### src/rtl/wb_pkg.sv
// wb_pkg: shared encodings for the writeback stage (result source select, load funct3)
package wb_pkg;

    typedef enum logic [1:0] {
        RES_ALU  = 2'b00,
        RES_LOAD = 2'b01,
        RES_PC4  = 2'b10,
        RES_IMM  = 2'b11
    } res_src_e;

    localparam logic [2:0] F3_LB  = 3'b000;
    localparam logic [2:0] F3_LH  = 3'b001;
    localparam logic [2:0] F3_LW  = 3'b010;
    localparam logic [2:0] F3_LD  = 3'b011;
    localparam logic [2:0] F3_LBU = 3'b100;
    localparam logic [2:0] F3_LHU = 3'b101;
    localparam logic [2:0] F3_LWU = 3'b110;

endpackage

### src/rtl/writeback_stage_if.sv
// writeback_stage_if: M-stage inputs, stall/flush controls and W-stage outputs of the writeback stage
interface writeback_stage_if #(
    parameter int XLEN   = 32,
    parameter int REG_AW = 5,
    parameter int CNT_W  = 64
);
    logic              ValidM;
    logic              RegWriteM;
    logic [1:0]        ResultSrcM;
    logic [2:0]        Funct3M;
    logic [REG_AW-1:0] RdM;
    logic [XLEN-1:0]   ALU_ResultM;
    logic [XLEN-1:0]   ReadDataM;
    logic [XLEN-1:0]   PCPlus4M;
    logic [XLEN-1:0]   ImmExtM;
    logic              StallW;
    logic              FlushW;
    logic              RegWriteW;
    logic [REG_AW-1:0] RdW;
    logic [XLEN-1:0]   ResultW;
    logic              ValidW;
    logic [CNT_W-1:0]  InstRetW;

    modport master (
        output ValidM, RegWriteM, ResultSrcM, Funct3M, RdM, ALU_ResultM,
               ReadDataM, PCPlus4M, ImmExtM, StallW, FlushW,
        input  RegWriteW, RdW, ResultW, ValidW, InstRetW
    );

    modport slave (
        input  ValidM, RegWriteM, ResultSrcM, Funct3M, RdM, ALU_ResultM,
               ReadDataM, PCPlus4M, ImmExtM, StallW, FlushW,
        output RegWriteW, RdW, ResultW, ValidW, InstRetW
    );
endinterface

### src/rtl/writeback_stage_load_extend.sv
// load_extend: picks the addressed byte/half/word out of the raw memory word and sign/zero-extends it
module load_extend
    import wb_pkg::*;
#(
    parameter int XLEN = 32,
    parameter int OW   = $clog2(XLEN / 8)
) (
    input  logic [2:0]      funct3,
    input  logic [OW-1:0]   offset,
    input  logic [XLEN-1:0] raw,
    output logic [XLEN-1:0] data
);
    logic [7:0]  b;
    logic [15:0] h;
    logic [31:0] w;

    // halfword ignores offset[0]; the upper word lane exists only when XLEN is 64
    assign b = 8'(raw >> {offset, 3'b000});
    assign h = 16'(raw >> {offset[OW-1:1], 4'b0000});
    assign w = (XLEN == 64) ? 32'(raw >> {offset[OW-1], 5'b00000}) : 32'(raw);

    always_comb begin
        data = raw;
        case (funct3)
            F3_LB:   data = XLEN'($signed(b));
            F3_LBU:  data = XLEN'(b);
            F3_LH:   data = XLEN'($signed(h));
            F3_LHU:  data = XLEN'(h);
            F3_LW:   data = XLEN'($signed(w));
            F3_LWU:  data = (XLEN == 64) ? XLEN'(w) : raw;
            default: data = raw;
        endcase
    end
endmodule

### src/rtl/writeback_stage.sv
// writeback_stage: MEM/WB register, load extension and result mux driving the register-file write port.
// Define WB_INSTRET_EN to build the retired-instruction counter; otherwise InstRetW is tied to 0.
module writeback_stage
    import wb_pkg::*;
#(
    parameter int XLEN   = 32,
    parameter int REG_AW = 5,
    parameter int CNT_W  = 64
) (
    input logic              clk,
    input logic              rst,
    writeback_stage_if.slave bus
);
    localparam int OW = $clog2(XLEN / 8);

    logic              valid_q;
    logic              rw_q;
    res_src_e          rs_q;
    logic [2:0]        f3_q;
    logic [REG_AW-1:0] rd_q;
    logic [XLEN-1:0]   alu_q;
    logic [XLEN-1:0]   rdata_q;
    logic [XLEN-1:0]   pc4_q;
    logic [XLEN-1:0]   imm_q;
    logic [XLEN-1:0]   load_data;

    // a flush still captures the payload but kills valid/regwrite, and wins over a stall
    always_ff @(posedge clk or posedge rst) begin
        if (rst) begin
            valid_q <= 1'b0;
            rw_q    <= 1'b0;
            rs_q    <= RES_ALU;
            f3_q    <= '0;
            rd_q    <= '0;
            alu_q   <= '0;
            rdata_q <= '0;
            pc4_q   <= '0;
            imm_q   <= '0;
        end else if (bus.FlushW || !bus.StallW) begin
            valid_q <= bus.ValidM & ~bus.FlushW;
            rw_q    <= bus.RegWriteM & ~bus.FlushW;
            rs_q    <= res_src_e'(bus.ResultSrcM);
            f3_q    <= bus.Funct3M;
            rd_q    <= bus.RdM;
            alu_q   <= bus.ALU_ResultM;
            rdata_q <= bus.ReadDataM;
            pc4_q   <= bus.PCPlus4M;
            imm_q   <= bus.ImmExtM;
        end
    end

    load_extend #(.XLEN(XLEN), .OW(OW)) u_load_extend (
        .funct3 (f3_q),
        .offset (alu_q[OW-1:0]),
        .raw    (rdata_q),
        .data   (load_data)
    );

    assign bus.ValidW    = valid_q;
    assign bus.RdW       = rd_q;
    assign bus.RegWriteW = rw_q & valid_q & (rd_q != '0);
    assign bus.ResultW   = (rs_q == RES_ALU)  ? alu_q :
                           (rs_q == RES_LOAD) ? load_data :
                           (rs_q == RES_PC4)  ? pc4_q : imm_q;

`ifdef WB_INSTRET_EN
    logic [CNT_W-1:0] cnt_q;

    // retire when the instruction leaves W; a killed slot has valid_q=0 so it never counts
    always_ff @(posedge clk or posedge rst) begin
        if (rst) cnt_q <= '0;
        else if (valid_q && !bus.StallW) cnt_q <= cnt_q + CNT_W'(1);
    end

    assign bus.InstRetW = cnt_q;
`else
    assign bus.InstRetW = CNT_W'(0);
`endif
endmodule

### src/flat_wrapper.sv
// flat-port wrapper written by rule: the top's interface ports become plain ports
module writeback_stage_flat import wb_pkg::*;
#(
    parameter int XLEN   = 32,
    parameter int REG_AW = 5,
    parameter int CNT_W  = 64
)
  (clk, rst, bus_ValidM, bus_RegWriteM, bus_ResultSrcM, bus_Funct3M, bus_RdM, bus_ALU_ResultM, bus_ReadDataM, bus_PCPlus4M, bus_ImmExtM, bus_StallW, bus_FlushW, bus_RegWriteW, bus_RdW, bus_ResultW, bus_ValidW, bus_InstRetW);
  writeback_stage_if #(.XLEN(XLEN), .REG_AW(REG_AW), .CNT_W(CNT_W)) bus_i ();
  input logic clk;
  input logic rst;
  input wire logic [$bits(bus_i.ValidM)-1:0] bus_ValidM;
  input wire logic [$bits(bus_i.RegWriteM)-1:0] bus_RegWriteM;
  input wire logic [$bits(bus_i.ResultSrcM)-1:0] bus_ResultSrcM;
  input wire logic [$bits(bus_i.Funct3M)-1:0] bus_Funct3M;
  input wire logic [$bits(bus_i.RdM)-1:0] bus_RdM;
  input wire logic [$bits(bus_i.ALU_ResultM)-1:0] bus_ALU_ResultM;
  input wire logic [$bits(bus_i.ReadDataM)-1:0] bus_ReadDataM;
  input wire logic [$bits(bus_i.PCPlus4M)-1:0] bus_PCPlus4M;
  input wire logic [$bits(bus_i.ImmExtM)-1:0] bus_ImmExtM;
  input wire logic [$bits(bus_i.StallW)-1:0] bus_StallW;
  input wire logic [$bits(bus_i.FlushW)-1:0] bus_FlushW;
  output wire logic [$bits(bus_i.RegWriteW)-1:0] bus_RegWriteW;
  output wire logic [$bits(bus_i.RdW)-1:0] bus_RdW;
  output wire logic [$bits(bus_i.ResultW)-1:0] bus_ResultW;
  output wire logic [$bits(bus_i.ValidW)-1:0] bus_ValidW;
  output wire logic [$bits(bus_i.InstRetW)-1:0] bus_InstRetW;
  assign bus_i.ValidM = bus_ValidM;
  assign bus_i.RegWriteM = bus_RegWriteM;
  assign bus_i.ResultSrcM = bus_ResultSrcM;
  assign bus_i.Funct3M = bus_Funct3M;
  assign bus_i.RdM = bus_RdM;
  assign bus_i.ALU_ResultM = bus_ALU_ResultM;
  assign bus_i.ReadDataM = bus_ReadDataM;
  assign bus_i.PCPlus4M = bus_PCPlus4M;
  assign bus_i.ImmExtM = bus_ImmExtM;
  assign bus_i.StallW = bus_StallW;
  assign bus_i.FlushW = bus_FlushW;
  assign bus_RegWriteW = bus_i.RegWriteW;
  assign bus_RdW = bus_i.RdW;
  assign bus_ResultW = bus_i.ResultW;
  assign bus_ValidW = bus_i.ValidW;
  assign bus_InstRetW = bus_i.InstRetW;
  writeback_stage #(.XLEN(XLEN), .REG_AW(REG_AW), .CNT_W(CNT_W)) u_core (.clk(clk), .rst(rst), .bus(bus_i));
endmodule
### config.mk
export PLATFORM = sky130hd
export DESIGN_NAME = writeback_stage_flat
export DESIGN_NICKNAME = d
export VERILOG_FILES = /design/src/rtl/wb_pkg.sv /design/src/rtl/writeback_stage_if.sv /design/src/rtl/writeback_stage_load_extend.sv /design/src/rtl/writeback_stage.sv /design/src/flat_wrapper.sv
export SDC_FILE = /design/constraint.sdc
export NUM_CORES = 1
export LEC_CHECK = 0
export ABC_CLOCK_PERIOD_IN_PS = 5300
export CORE_ASPECT_RATIO = 1.1
export CORE_UTILIZATION = 43
export CTS_CLUSTER_DIAMETER = 30
export DETAILED_ROUTE_END_ITERATION = 8
export PLACE_DENSITY_LB_ADDON = 0.25
export SETUP_SLACK_MARGIN = 0.4
export SKIP_CTS_REPAIR_TIMING = 1
export SYNTH_ARGS = -nofsm -noshare
export SYNTH_HDL_FRONTEND = slang
export SYNTH_SLANG_ARGS = --single-unit
### constraint.sdc
create_clock -name clk -period 5.3 [get_ports clk]
set_clock_uncertainty 0.1 [all_clocks]
set_input_delay 0.795 -clock clk [delete_from_list [all_inputs] [get_ports clk]]
set_output_delay 0.795 -clock clk [all_outputs]
set_load 0.02 [all_outputs]
Word level (Yosys, flattened, before mapping)

Index checks and enable logic that the tools add are counted.

Bits in registers: 140
Bits in latches: 0
Memory bits (writable): 0
ROM bits: 0
Bits of input ports: 144
Output and inout bits: 103
Memories: 0

$add $sub $neg: 0
$mul: 0
Divide/modulo/power cells: 0
Order comparisons: 0
Eq/ne operators: 5
Shifts and indexed selects: 2
Muxes and demuxes: 4
Bitwise gates (word level): 5
Reduce and logical (&&, ||, !) cells: 5

Operators by type and width:

| operator                                             | count |
|---|---|
| one-hot mux 32 bit (4 select lines)                  | 1 |
| 2-to-1 mux 32 bit                                    | 3 |
| >> shifter 32 x 5 -> 16 bit                          | 1 |
| >> shifter 32 x 5 -> 8 bit                           | 1 |
| equality test 3 bit (second input constant)          | 2 |
| nonzero test 5 bit                                   | 1 |
| bitwise AND 1 bit                                    | 4 |
| equality test 3 x 1 -> 1 bit (second input constant) | 1 |
| logical NOT 3 bit                                    | 1 |
| equality test 2 x 1 -> 1 bit (second input constant) | 1 |
| equality test 2 bit (second input constant)          | 1 |
| logical NOT 2 bit                                    | 1 |
| logical NOT 1 bit                                    | 1 |
| logical OR 1 bit                                     | 1 |
| inverter 1 bit                                       | 1 |

Depth between registers and ports, before layout

Gate-level depths: netlist (run 1).

Depth in word-level cells: 4
Depth in mapped cells: 6
Depth with buffers taken out: 4

Cells and area by module

From an unflattened synthesis (run 1), not the netlist that was laid out.

Cells, all modules: 525
Area, all modules: 7683.6 sq um

Modules (own cells, without submodules):

| module          | instances | cells each | area an instance (sq um) |
|---|---|---|---|
| writeback_stage | 1         | 406        | 6915.4 |
| load_extend     | 1         | 119        | 768.2 |

Worst setup path before layout (run 1)

Ideal clock, no wire load.

Kind: register to output
Start: register u_core.alu_q[0]
End: output port bus_ResultW[20]
Arrival: 1.798 ns
Required time: 4.405 ns
Path slack: 2.607 ns
Stages on the path, launching flop included: 7
Buffers on the path: 2
Cells stage by stage: dfrtp_1 > buf_6 > mux2_4 > or3_4 > a311oi_4 > buf_6 > a22oi_2

Word-level cells in the longest chain between the ends: 4

Ends and longest elaborated chain:

| element                             | line                              | source |
|---|---|---|
| from (decl)                         | writeback_stage.sv:21             | `logic [XLEN-1:0] alu_q;` |
| from (signal assigned)              | writeback_stage.sv:45             | `alu_q <= bus.ALU_ResultM;` |
| >> shifter 32 x 5 -> 8 bit          | writeback_stage_load_extend.sv:18 | `assign b = 8'(raw >> {offset, 3'b000});` |
| one-hot mux 32 bit (4 select lines) | writeback_stage_load_extend.sv:24 | `case (funct3)` |
| 2-to-1 mux 32 bit                   | writeback_stage.sv:63             | `(rs_q == RES_LOAD) ? load_data :` |
| 2-to-1 mux 32 bit                   | writeback_stage.sv:62             | `assign bus.ResultW = (rs_q == RES_ALU) ? alu_q :` |
| to (decl)                           | flat_wrapper.sv:25                | `output wire logic [$bits(bus_i.ResultW)-1:0] bus_ResultW;` |

Every way passes these cells.

Final worst setup path (run 1)

Start: register u_core.rs_q[0]
End: output port bus_ResultW[30]

Word-level cells in the longest chain between the ends: 4
Elaborated cells between the ends (all ways): 6
Those cells by class: eq/ne: 2; mux: 3; reduce/logical: 1

Ends and longest elaborated chain:

| element                | line                  | source |
|---|---|---|
| from (decl)            | writeback_stage.sv:18 | `res_src_e rs_q;` |
| from (signal assigned) | writeback_stage.sv:42 | `rs_q <= res_src_e'(bus.ResultSrcM);` |
| equality test 2 bit    | writeback_stage.sv:64 | `(rs_q == RES_PC4) ? pc4_q : imm_q;` |
| 2-to-1 mux 32 bit      | writeback_stage.sv:64 |  |
| 2-to-1 mux 32 bit      | writeback_stage.sv:63 |  |
| 2-to-1 mux 32 bit (*)  | writeback_stage.sv:62 |  |

Mark *: on every way between the ends. The rest lies on a longest branch, timed or not.

==> results of run 1 <==
flip-flops by register name, summed over array words and instances (netlist names):
name               count
u_core.rs_q            2
u_core.bus.ValidW      1
u_core.rdata_q        32
u_core.pc4_q          32
u_core.rw_q            1
u_core.alu_q          32
u_core.imm_q          32
u_core.f3_q            3
u_core.bus.RdW         5
cell families (layout without fill, tap and decap cells):
| family | count (synthesis) | count (layout) | share of synthesized area |
|---|---|---|---|
| flops | 140 | 140 | 0.4922 |
| mux | 167 | 167 | 0.2760 |
| other cells | 1 | 65 | 0.0005268 |
| compound gates | 81 | 81 | 0.08279 |
| simple gates | 96 | 96 | 0.05590 |
| buf+inv | 105 | 226 | 0.09263 |
routing by layer:
layer / up-vias / GRT usage
met5: - / 0
met4: 2 / 0.1051
met3: 39 / 0.06099
met2: 235 / 0.3742
met1: 2522 / 0.2839
li1: 2297 / -
worst paths after layout:
kind                                       start                to  slack (ns)  cells after the start
worst max-delay path              u_core.rs_q[0]   bus_ResultW[30]        0.70                      5
min in group asynchronous                    rst   u_core.pc4_q[4]        0.81                      2
worst max register to register    u_core.rs_q[0]    u_core.rs_q[0]        3.49                      3
worst min register to register  u_core.imm_q[31]  u_core.imm_q[31]        0.40                      1
max in group asynchronous                    rst   u_core.alu_q[2]        3.36                      3
worst min-delay path            u_core.imm_q[31]  u_core.imm_q[31]        0.40                      1
layout by cell type (no fill, tap or decap), types with 2 or more instances in the layout:
master,synthesis,layout
mux4_2,7,7
inv_1,6,5
dfrtp_1,140,139
nand2_1,81,81
nand3b_1,2,2
a22oi_1,14,14
clkinvlp_4,0,2
o22ai_1,7,7
o21ai_1,10,10
conb_1,1,64
buf_4,64,5
a21oi_1,2,2
clkbuf_16,0,17
o21ai_0,27,27
mux2_2,147,147
clkdlybuf4s50_1,0,182
mux2i_1,11,11
nor2b_1,2,2
clkinv_2,0,5
nor2_1,5,4
clkbuf_1,19,5
a22oi_2,10,10
per-stage QoR:
step | util | hold WS (ns) | worst slack [ns]
floorplan | - | 0.3750 | 0.6521
global placement | 0.5572 | 0.3846 | 1.162
detailed placement | 0.5572 | 0.3903 | 1.048
CTS | 0.5903 | 0.4031 | 0.5984
global route | 0.5905 | 0.4169 | 0.4129
finish | 0.5905 | 0.4024 | 0.6972
area by class of cell:
type | instances | area (sq um) | share of cell area
Antenna cell | 1 | 2.502 | 0.0002663
Clock inverter | 8 | 70.07 | 0.007456
Tap cell | 200 | 250.2 | 0.02663
Multi-Input combinational cell | 408 | 3202 | 0.3407
Clock buffer | 23 | 457.9 | 0.04873
Inverter | 7 | 31.28 | 0.003328
Sequential cell | 140 | 3505 | 0.3729
Timing Repair Buffer | 188 | 1879 | 0.2000
power breakdown:
group | leakage, nW | switching (mW) | total [mW] | internal (mW)
clock network | 0.257 | 0.433 | 1.08 | 0.650
logic | 2.06 | 0.315 | 0.653 | 0.338
registers | 1.64 | 0.0744 | 1.23 | 1.16
total | 3.96 | 0.823 | 2.97 | 2.15
==> summary.txt, run 1 <==
Status
  – Status: finished clean

Cells and area
  – Area growth from synthesis to final layout: 32.03%
  – Total Nets Final: 906
  – Share of layout cells above drive strength 1: 0.2649
  – Layout fillers: about 1,300
  – Design area: 9398 sq um
  – Final std cells w/o fill: between 900 and 1,000

Die
  – DIE AREA: about 17,000 sq um
  – I/O pins: roughly 250
  – Initial Util: 0.4472
  – Die span in x: 124.7 um
  – Core ar.: 15,920 sq um
  – Row Count: 48
  – Die span in y: about 140 um

CTS
  – TritonCTS clock tree: done
  – Htree depth: 4
  – Clk_lat worst skew: 0.41 ns
  – TritonCTS sink count: 140
  – CTS Root Cell: clkbuf_16
  – CTS clk-pin slew, worst paths: 0.05 ns
  – Max Buffers Root-to-Sink: 2
  – CTS Buf Count: 17

Placement
  – DP Area: 8867 sq um
  – DPL Wire Length: between 10,000 and 15,000 um
  – Placed Cells: 943
  – GPL Wtd Cong: 0.8436
  – Buffers on Ports: around 180

Drt
  – Metal-1 WL: 7645 um
  – Detailed Route Iter0 Violations: ~270
  – Vias/cell: 5.226
  – Max Used Layer: met5
  – Post-route DRC violation count: 0
  – Via count: 5,095
  – DRT Pass-1 Iters: 5
  – Met3 Wirelength: 1230 um
  – Met2 WL: 9194 um
  – Average wire per standard cell: 19.13 um
  – DRT Wirelength: 18,660 um
  – Final ANT Viol Nets: 0

STA
  – Final Hold Fails: 0
  – Final Cycle Share: 0.8685
  – Final Setup Violations: 0
  – RSZ-0062 raised after global routing: no
  – Slew Limit Fails: 0
  – Post-layout min period: 4.603 ns
  – TNS Setup: 0 ns
  – Worst-Margin Slew: 1.129 ns
  – Max_slew headroom: 0.2471
  – Max Freq: 0.2173 GHz

Logic synthesis
  – Cells after Synth: 590
  – Share of the synthesized area in the top cell type: 0.4922
  – Ys async rst share: 1.000
  – Post-synthesis sequential area ratio: 0.4922
  – Mean Syn Cell Area: 12.06 sq um
  – Most frequent cell after synthesis: mux2_2
  – Post-synth cell types: 41
  – Top FF cell, synth: dfrtp_1
  – Post-synthesis register bit count: 140
  – Synthesized area: 7118 sq um
  – Syn. warnings: 0
  – Post-synth EDFFs: 0
  – Top cells by area, synth: dfrtp_1, mux2_2, buf_4
  – Synth area leader: dfrtp_1
  – Synth cell count leaders: mux2_2, dfrtp_1, nand2_1, buf_4, o21ai_0

Worst hold path
  – Worst Hold Class: flop to flop

Worst setup path
  – CP max stage delay: 1.13 ns
  – Nature of the critical path endpoint: output port
  – Slowest CP cell: a311oi_4
  – Bufs and invs on worst path: 3
  – Worst Path Arrival: 3.71 ns
  – Maximum fanout along the worst path: 20
  – CP Launch Type: flop
  – Family with the most delay on the worst path: buffers and inverters
  – CP Cell Sequence: buf_4 > clkinv_1 > a311oi_4 > a22oi_1 > clkdlybuf4s50_1
  – Critical path class: flop to output port
  – WP data required: 4.41 ns

Global route
  – First-pass GRT wire length: 29,440 um
  – GRT Total Usage: 0.2287
  – Largest net degree at the start of global routing: 90
  – Antenna violations before repair: 2
  – Overflow after GRT: 0
  – Vias in the first global route: 5,312

Run
  – Max_cap viols: 0

Power
  – Pwr Total: 2.970 mW
  – Power per Cell Area: approximately 320 nW/um^2
  – P_leak: between 3 and 4 nW
  – Peak supply drop: 0.2287 mV
(Power assumes the default switching activity.)
==> run 2, diff against run 1 <==
--- a/config.mk
+++ b/config.mk
@@ -7,12 +7,11 @@
 export LEC_CHECK = 0
 export ABC_CLOCK_PERIOD_IN_PS = 5300
 export CORE_ASPECT_RATIO = 1.1
+export CORE_MARGIN = 2
 export CORE_UTILIZATION = 43
-export CTS_CLUSTER_DIAMETER = 30
 export DETAILED_ROUTE_END_ITERATION = 8
 export PLACE_DENSITY_LB_ADDON = 0.25
 export SETUP_SLACK_MARGIN = 0.4
-export SKIP_CTS_REPAIR_TIMING = 1
 export SYNTH_ARGS = -nofsm -noshare
 export SYNTH_HDL_FRONTEND = slang
 export SYNTH_SLANG_ARGS = --single-unit
==> run 2 against run 1 <==
Hold slack gained 0.00060 ns. Global-route usage shrank 1.1 points. Sequential share of layout area shrank 0.53 points. Highest routed layer is now met4.
==> summary.txt, run 2 (synthesis gave the netlist of run 1 again) <==
Worst hold path
  – Worst Hold Class: flop to flop

Cells and area
  – Most frequent cells in the layout: clkdlybuf4s50_1, mux2_2, dfrtp_1
  – Share of layout cells above drive strength 1: 0.2700 (+0.005168)
  – Layout fillers: 1,356 (+3.0%)
  – Total Nets Final: 905 (-0.11%)
  – Footprint of the multi-input gates: 3202 sq um (unchanged)
  – FF/Latch Area: 3505 sq um (unchanged)
  – Commonest non-fill, non-tap cell in the layout: clkdlybuf4s50_1
  – ANT cells: 0 (-1)
  – Area growth from synthesis to final layout: 33.93%
  – Post-route core utilization: 0.5845 (-0.005939)

Drt
  – Average wire per standard cell: 19.31 um (+0.91%)
  – Via count: 5,036 (-1.2%)
  – DRT Pass-1 Iters: 5 (unchanged)
  – Vias/cell: 5.149 (-1.5%)
  – Final ANT Viol Nets: 0 (unchanged)
  – DRT Wirelength: 18,880 um (+1.2%)
  – Post-route DRC violation count: 0 (unchanged)
  – Detailed Route Iter0 Violations: 237 (-11%)

Global route
  – GRT Total Usage: 0.2174 (-0.01121)
  – Largest net degree at the start of global routing: 110 (+22%)
  – Overflow after GRT: 0 (unchanged)
  – Vias in the first global route: 5,170 (-2.7%)
  – Antenna violations before repair: 0 (-2)
  – First-pass GRT wire length: 29,390 um (-0.16%)

STA
  – Final Hold Fails: 0 (unchanged)
  – RSZ-0062 raised after global routing: no
  – Post-layout min period: 4.395 ns (-0.2082 ns)
  – Max_slew headroom: 0.1932 (-0.05390)
  – Final Setup Violations: 0 (unchanged)
  – TNS Setup: 0 ns (unchanged)
  – Slew Limit Fails: 0 (unchanged)
  – Max Freq: 0.2276 GHz (+4.7%)
  – Worst setup margin: 0.9054 ns (+0.2082 ns)
  – Fin Hold WS: 0.4030 ns (+0.0006040 ns)
  – Worst-Margin Slew: 1.209 ns (+0.07955 ns)
  – Final Cycle Share: 0.8292 (-0.03928)

Worst setup path
  – Maximum fanout along the worst path: 25 (+25%)
  – CP Cell Sequence: nor2b_1 > mux2i_1 > o21ai_0 > mux4_2 > clkdlybuf4s50_1
  – Worst Path Arrival: 3.50 ns (-0.21 ns)
  – Slowest CP cell: nor2b_1
  – WP data required: 4.41 ns (about the same)
  – CP max stage delay: 0.95 ns (-0.18 ns)
  – Critical path class: flop to output port
  – Nature of the critical path endpoint: output port
  – CP Launch Type: flop

CTS
  – CTS resizes: 0
  – TritonCTS clock tree: done
  – Hold_buf cts: 0
  – Htree depth: 4 (unchanged)
  – CTS Root Cell: clkbuf_16
  – Clk_lat worst skew: 0.41 ns (about the same)
  – CTS clk-pin slew, worst paths: 0.06 ns (about the same)
  – TritonCTS sink count: 140 (unchanged)
  – CTS Buf Count: 17 (unchanged)
  – Max Buffers Root-to-Sink: 2 (unchanged)
  – Post-CTS setup buffers: 0

Power
  – P_leak: 4.009 nW (+1.3%)
  – Power per Cell Area: 341.1 nW/um^2 (+7.9%)
  – Peak supply drop: 0.2258 mV (-1.2%)

Die
  – DIE AREA: 17,600 sq um (+3.1%)
  – Die span in x: 126.7 um (+1.6%)
  – Core ar.: 16,310 sq um (+2.5%)
  – Initial Util: 0.4365 (-0.01077)
  – Die span in y: 138.9 um (+1.5%)
  – I/O pins: 247 (unchanged)
  – Row Count: 49 (+2.1%)

Run
  – Max_cap viols: 0 (unchanged)

Placement
  – GPL Wtd Cong: 0.8606 (+2.0%)
  – DPL Wire Length: 13,730 um (+0.52%)
  – Place WS: 1.352 ns (+0.3040 ns)
  – Buffers on Ports: 182 (unchanged)

Status
  – Status: finished clean
## run 2: changes by cell type in the layout (fill, tap and decap cells not counted)
| cell | before | now |
|---|---|---|
| bufinv_16 | 1 | 6 |
| clkinv_2 | 5 | 0 |
| clkbuf_1 | 5 | 1 |
| clkinv_4 | 0 | 2 |
| inv_6 | 1 | 3 |
| buf_12 | 1 | 0 |
| clkinvlp_4 | 2 | 3 |
| diode_2 | 1 | 0 |
## run 2: per-stage QoR
| step | area, sq um | cells | total power, mW |
|---|---|---|---|
| 2_1_floorplan | 7355 | 653 | 1.646 |
| 3_3_place_gp | 8852 | 946 | 1.889 |
| 3_5_place_dp | 8852 | 946 | 1.905 |
| 4_1_cts | 9533 | 978 | 3.283 |
| 5_1_grt | 9533 | 978 | 3.376 |
| 6_report | 9533 | 978 | 3.252 |
## run 2: area by class of cell
| class | instances | share of cell area |
|---|---|---|
| repair buffers | 187 | 0.1950 |
| flip-flops and latches | 140 | 0.3676 |
| well taps | 204 | 0.02678 |
| multi-input cells | 408 | 0.3359 |
| clock buffers | 19 | 0.04646 |
| clock inverters | 13 | 0.02494 |
| inverters | 7 | 0.003281 |
## run 2: critical path, delay by kind of cell, from the launching register on
kind            cells  cell delay, ns
flops               1            0.67
mux                 2            0.79
compound gates      1            0.11
buf+inv             1            0.56
simple gates        1            0.95
## run 2: worst paths after layout
path                                        from               end  slack (ns)  cells past startpoint
worst max-delay path              u_core.f3_q[1]    bus_ResultW[6]        0.91                      5
worst min-delay path            u_core.imm_q[19]  u_core.imm_q[19]        0.40                      1
worst max register to register    u_core.rs_q[0]    u_core.rs_q[0]        3.84                      4
worst min register to register  u_core.imm_q[19]  u_core.imm_q[19]        0.40                      1
max in group asynchronous                    rst  u_core.pc4_q[29]        3.20                      3
min in group asynchronous                    rst   u_core.pc4_q[5]        0.87                      2
## run 2: layer usage
| metal | GRT usage | vias up | part of all wire |
|---|---|---|---|
| met1 | 0.2803 | 2522 | 0.41 |
| met5 | 0 | - | 0 |
| li1 | - | 2304 | - |
| met2 | 0.3721 | 188 | 0.51 |
| met4 | 0.05610 | 0 | 0.014 |
| met3 | 0.04938 | 22 | 0.064 |
## run 2: power by group
part / switching (mW) / total, mW / internal, mW
Combinational: 0.310 / 0.646 / 0.336
Sequential: 0.0780 / 1.24 / 1.16
Clock: 0.468 / 1.37 / 0.900
==> run 3, diff against run 2 <==
--- a/config.mk
+++ b/config.mk
@@ -5,10 +5,10 @@
 export SDC_FILE = /design/constraint.sdc
 export NUM_CORES = 1
 export LEC_CHECK = 0
-export ABC_CLOCK_PERIOD_IN_PS = 5300
+export ABC_CLOCK_PERIOD_IN_PS = 3900
 export CORE_ASPECT_RATIO = 1.1
 export CORE_MARGIN = 2
-export CORE_UTILIZATION = 43
+export CORE_UTILIZATION = 41
 export DETAILED_ROUTE_END_ITERATION = 8
 export PLACE_DENSITY_LB_ADDON = 0.25
 export SETUP_SLACK_MARGIN = 0.4
==> constraint.sdc (replaced) <==
create_clock -name clk -period 3.9 [get_ports clk]
set_clock_uncertainty 0.1 [all_clocks]
set_input_delay 0.585 -clock clk [delete_from_list [all_inputs] [get_ports clk]]
set_output_delay 0.585 -clock clk [all_outputs]
set_load 0.02 [all_outputs]
==> run 3 against run 2 <==
Global-route usage decreased by 0.43 points. Utilization is 1.4 points lower. Final area is 1.8% higher. Sequential share of layout area down 0.62 points. Hold slack lost 0.0035 ns. Via count rose by 0.36%. Combinational power rose by 42%. Register-to-register slack lost 1.4 ns. Worst setup slack lost 0.41 ns. Sequential cell count unchanged. Die area up 4.7%. Routed wire length up 1.1%. Critical endpoint is now bus_ResultW[26].
==> summary.txt, run 3 (synthesis gave the netlist of run 1 again) <==
Global route
  – Antenna violations before repair: 3 (+3)
  – GRT Total Usage: 0.2131 (-0.004340)
  – Largest net degree at the start of global routing: 60 (-45%)
  – Overflow after GRT: 0 (unchanged)
  – First-pass GRT wire length: 29,390 um (about the same)
  – Vias in the first global route: 5,289 (+2.3%)

Cells and area
  – Layout fillers: 1,444 (+6.5%)
  – Area growth from synthesis to final layout: 36.28%
  – Commonest non-fill, non-tap cell in the layout: clkdlybuf4s50_1
  – Final std cells w/o fill: 1,019 (+4.2%)
  – Post-route core utilization: 0.5701 (-0.01447)
  – Footprint of the multi-input gates: 3256 sq um (+1.7%)
  – Share of layout cells above drive strength 1: 0.2908 (+0.02079)
  – Total Nets Final: 916 (+1.2%)
  – Most frequent cells in the layout: clkdlybuf4s50_1, mux2_2, dfrtp_1
  – FF/Latch Area: 3506 sq um (about the same)

Worst hold path
  – Worst Hold Class: flop to flop

STA
  – Max_slew headroom: 0.3856 (+0.1923)
  – Slew Limit Fails: 0 (unchanged)
  – Worst setup margin: 0.4905 ns (-0.4149 ns)
  – TNS Setup: 0 ns (unchanged)
  – Max Freq: 0.2933 GHz
  – Final Setup Violations: 0 (unchanged)
  – Final Hold Fails: 0 (unchanged)
  – Worst-Margin Slew: 0.9197 ns (-0.2891 ns)
  – RSZ-0062 raised after global routing: no
  – Final Cycle Share: 0.8742
  – Post-layout min period: 3.410 ns

Placement
  – DPL Wire Length: 14,000 um (+2.0%)
  – Place WS: 0.7582 ns (-0.5935 ns)
  – GPL Wtd Cong: 0.8111 (-5.8%)
  – Buffers on Ports: 182 (unchanged)
  – Placed Cells: 985 (+4.1%)

Worst setup path
  – R2r setup slk: 2.46 ns (-1.38 ns)
  – Nature of the critical path endpoint: output port
  – Critical path class: flop to output port
  – Worst Path Arrival: 2.72 ns (-0.78 ns)
  – Maximum fanout along the worst path: 16 (-36%)
  – WP data required: 3.21 ns (-1.20 ns)
  – CP Launch Type: flop

Status
  – Status: finished clean

Drt
  – DRT Wirelength: 19,090 um (+1.1%)
  – Average wire per standard cell: 18.73 um (-3.0%)
  – Final ANT Viol Nets: 0 (unchanged)
  – Vias/cell: 4.960 (-3.7%)
  – Post-route DRC violation count: 0 (unchanged)
  – DRT Pass-1 Iters: 4 (-1)
  – Via count: 5,054 (+0.36%)
  – Detailed Route Iter0 Violations: 243 (+2.5%)

Die
  – I/O pins: 247 (unchanged)
  – Initial Util: 0.4183 (-0.01817)
  – Core ar.: 17,020 sq um (+4.3%)
  – DIE AREA: 18,430 sq um (+4.7%)
  – Die span in x: 129.6 um (+2.3%)
  – Row Count: 50 (+2.0%)
  – Die span in y: 142.2 um (+2.3%)

CTS
  – Max Buffers Root-to-Sink: 2 (unchanged)
  – TritonCTS sink count: 140 (unchanged)
  – CTS clk-pin slew, worst paths: 0.06 ns (about the same)
  – CTS Root Cell: clkbuf_16
  – TritonCTS clock tree: done
  – CTS Buf Count: 17 (unchanged)
  – Htree depth: 4 (unchanged)
  – Clk_lat worst skew: 0.42 ns (about the same)
  – Hold_buf cts: 0 (unchanged)

Run
  – Max_cap viols: 0 (unchanged)

Power
  – Peak supply drop: 0.2784 mV (+23%)
  – Pwr Total: 4.182 mW (+29%)
  – Power per Cell Area: 431.1 nW/um^2 (+26%)
  – P_leak: 4.163 nW (+3.9%)
-- run 3: critical path, cell delays in order, from the launching register on --
cell and delay, ns:
dfrtp_2 0.48, mux2_4 0.32, or3_4 0.34, a311oi_4 0.30, buf_12 0.21, a22oi_2 0.09, clkdlybuf4s50_1 0.55
-- run 3: power breakdown --
part           internal [mW]  switching (mW)
clock network          0.968           0.627
registers               1.58          0.0955
logic                  0.476           0.440
total                   3.02            1.16
-- run 3: layer usage --
| metal | wire, um | GRT usage | part of all wire |
|---|---|---|---|
| met1 | 7979 | 0.2695 | 0.42 |
| met4 | 200 | 0.05659 | 0.010 |
| met3 | 1220 | 0.05940 | 0.064 |
| met2 | 9685 | 0.3593 | 0.51 |
| met5 | 0 | 0 | 0 |
-- run 3: cell type report --
| class | count | area share |
|---|---|---|
| Antenna cell | 1 | 0.0002580 |
| Sequential cell | 140 | 0.3614 |
| Multi-Input combinational cell | 408 | 0.3356 |
| Inverter | 7 | 0.003096 |
| Tap cell | 234 | 0.03018 |
| Clock buffer | 20 | 0.04708 |
| Clock inverter | 11 | 0.01225 |
| Timing Repair Buffer | 198 | 0.2101 |
-- run 3: stage by stage --
stage / area (sq um) / hold slack [ns]
6_report: 9701 / 0.3995
5_1_grt: 9701 / 0.4144
4_1_cts: 9585 / 0.4032
3_5_place_dp: 8994 / 0.3907
3_3_place_gp: 8994 / 0.3852
2_1_floorplan: 7358 / 0.3750
-- run 3: worst paths after layout --
path | cells after the start | endpoint | from
min in group asynchronous | 2 | u_core.rdata_q[30] | rst
max reg2reg | 4 | u_core.rs_q[0] | u_core.rs_q[0]
max | 6 | bus_ResultW[26] | u_core.alu_q[0]
min | 1 | u_core.imm_q[22] | u_core.imm_q[22]
min reg2reg | 1 | u_core.imm_q[22] | u_core.imm_q[22]
max in group asynchronous | 3 | u_core.rs_q[1] | rst
-- run 3: timing repair --
action                                  in CTS  in global routing
endpoints found under the setup margin      26                 31
pin swaps                                    0                  2
gates resized for setup                      5                 23
buffers inserted                             0                  2
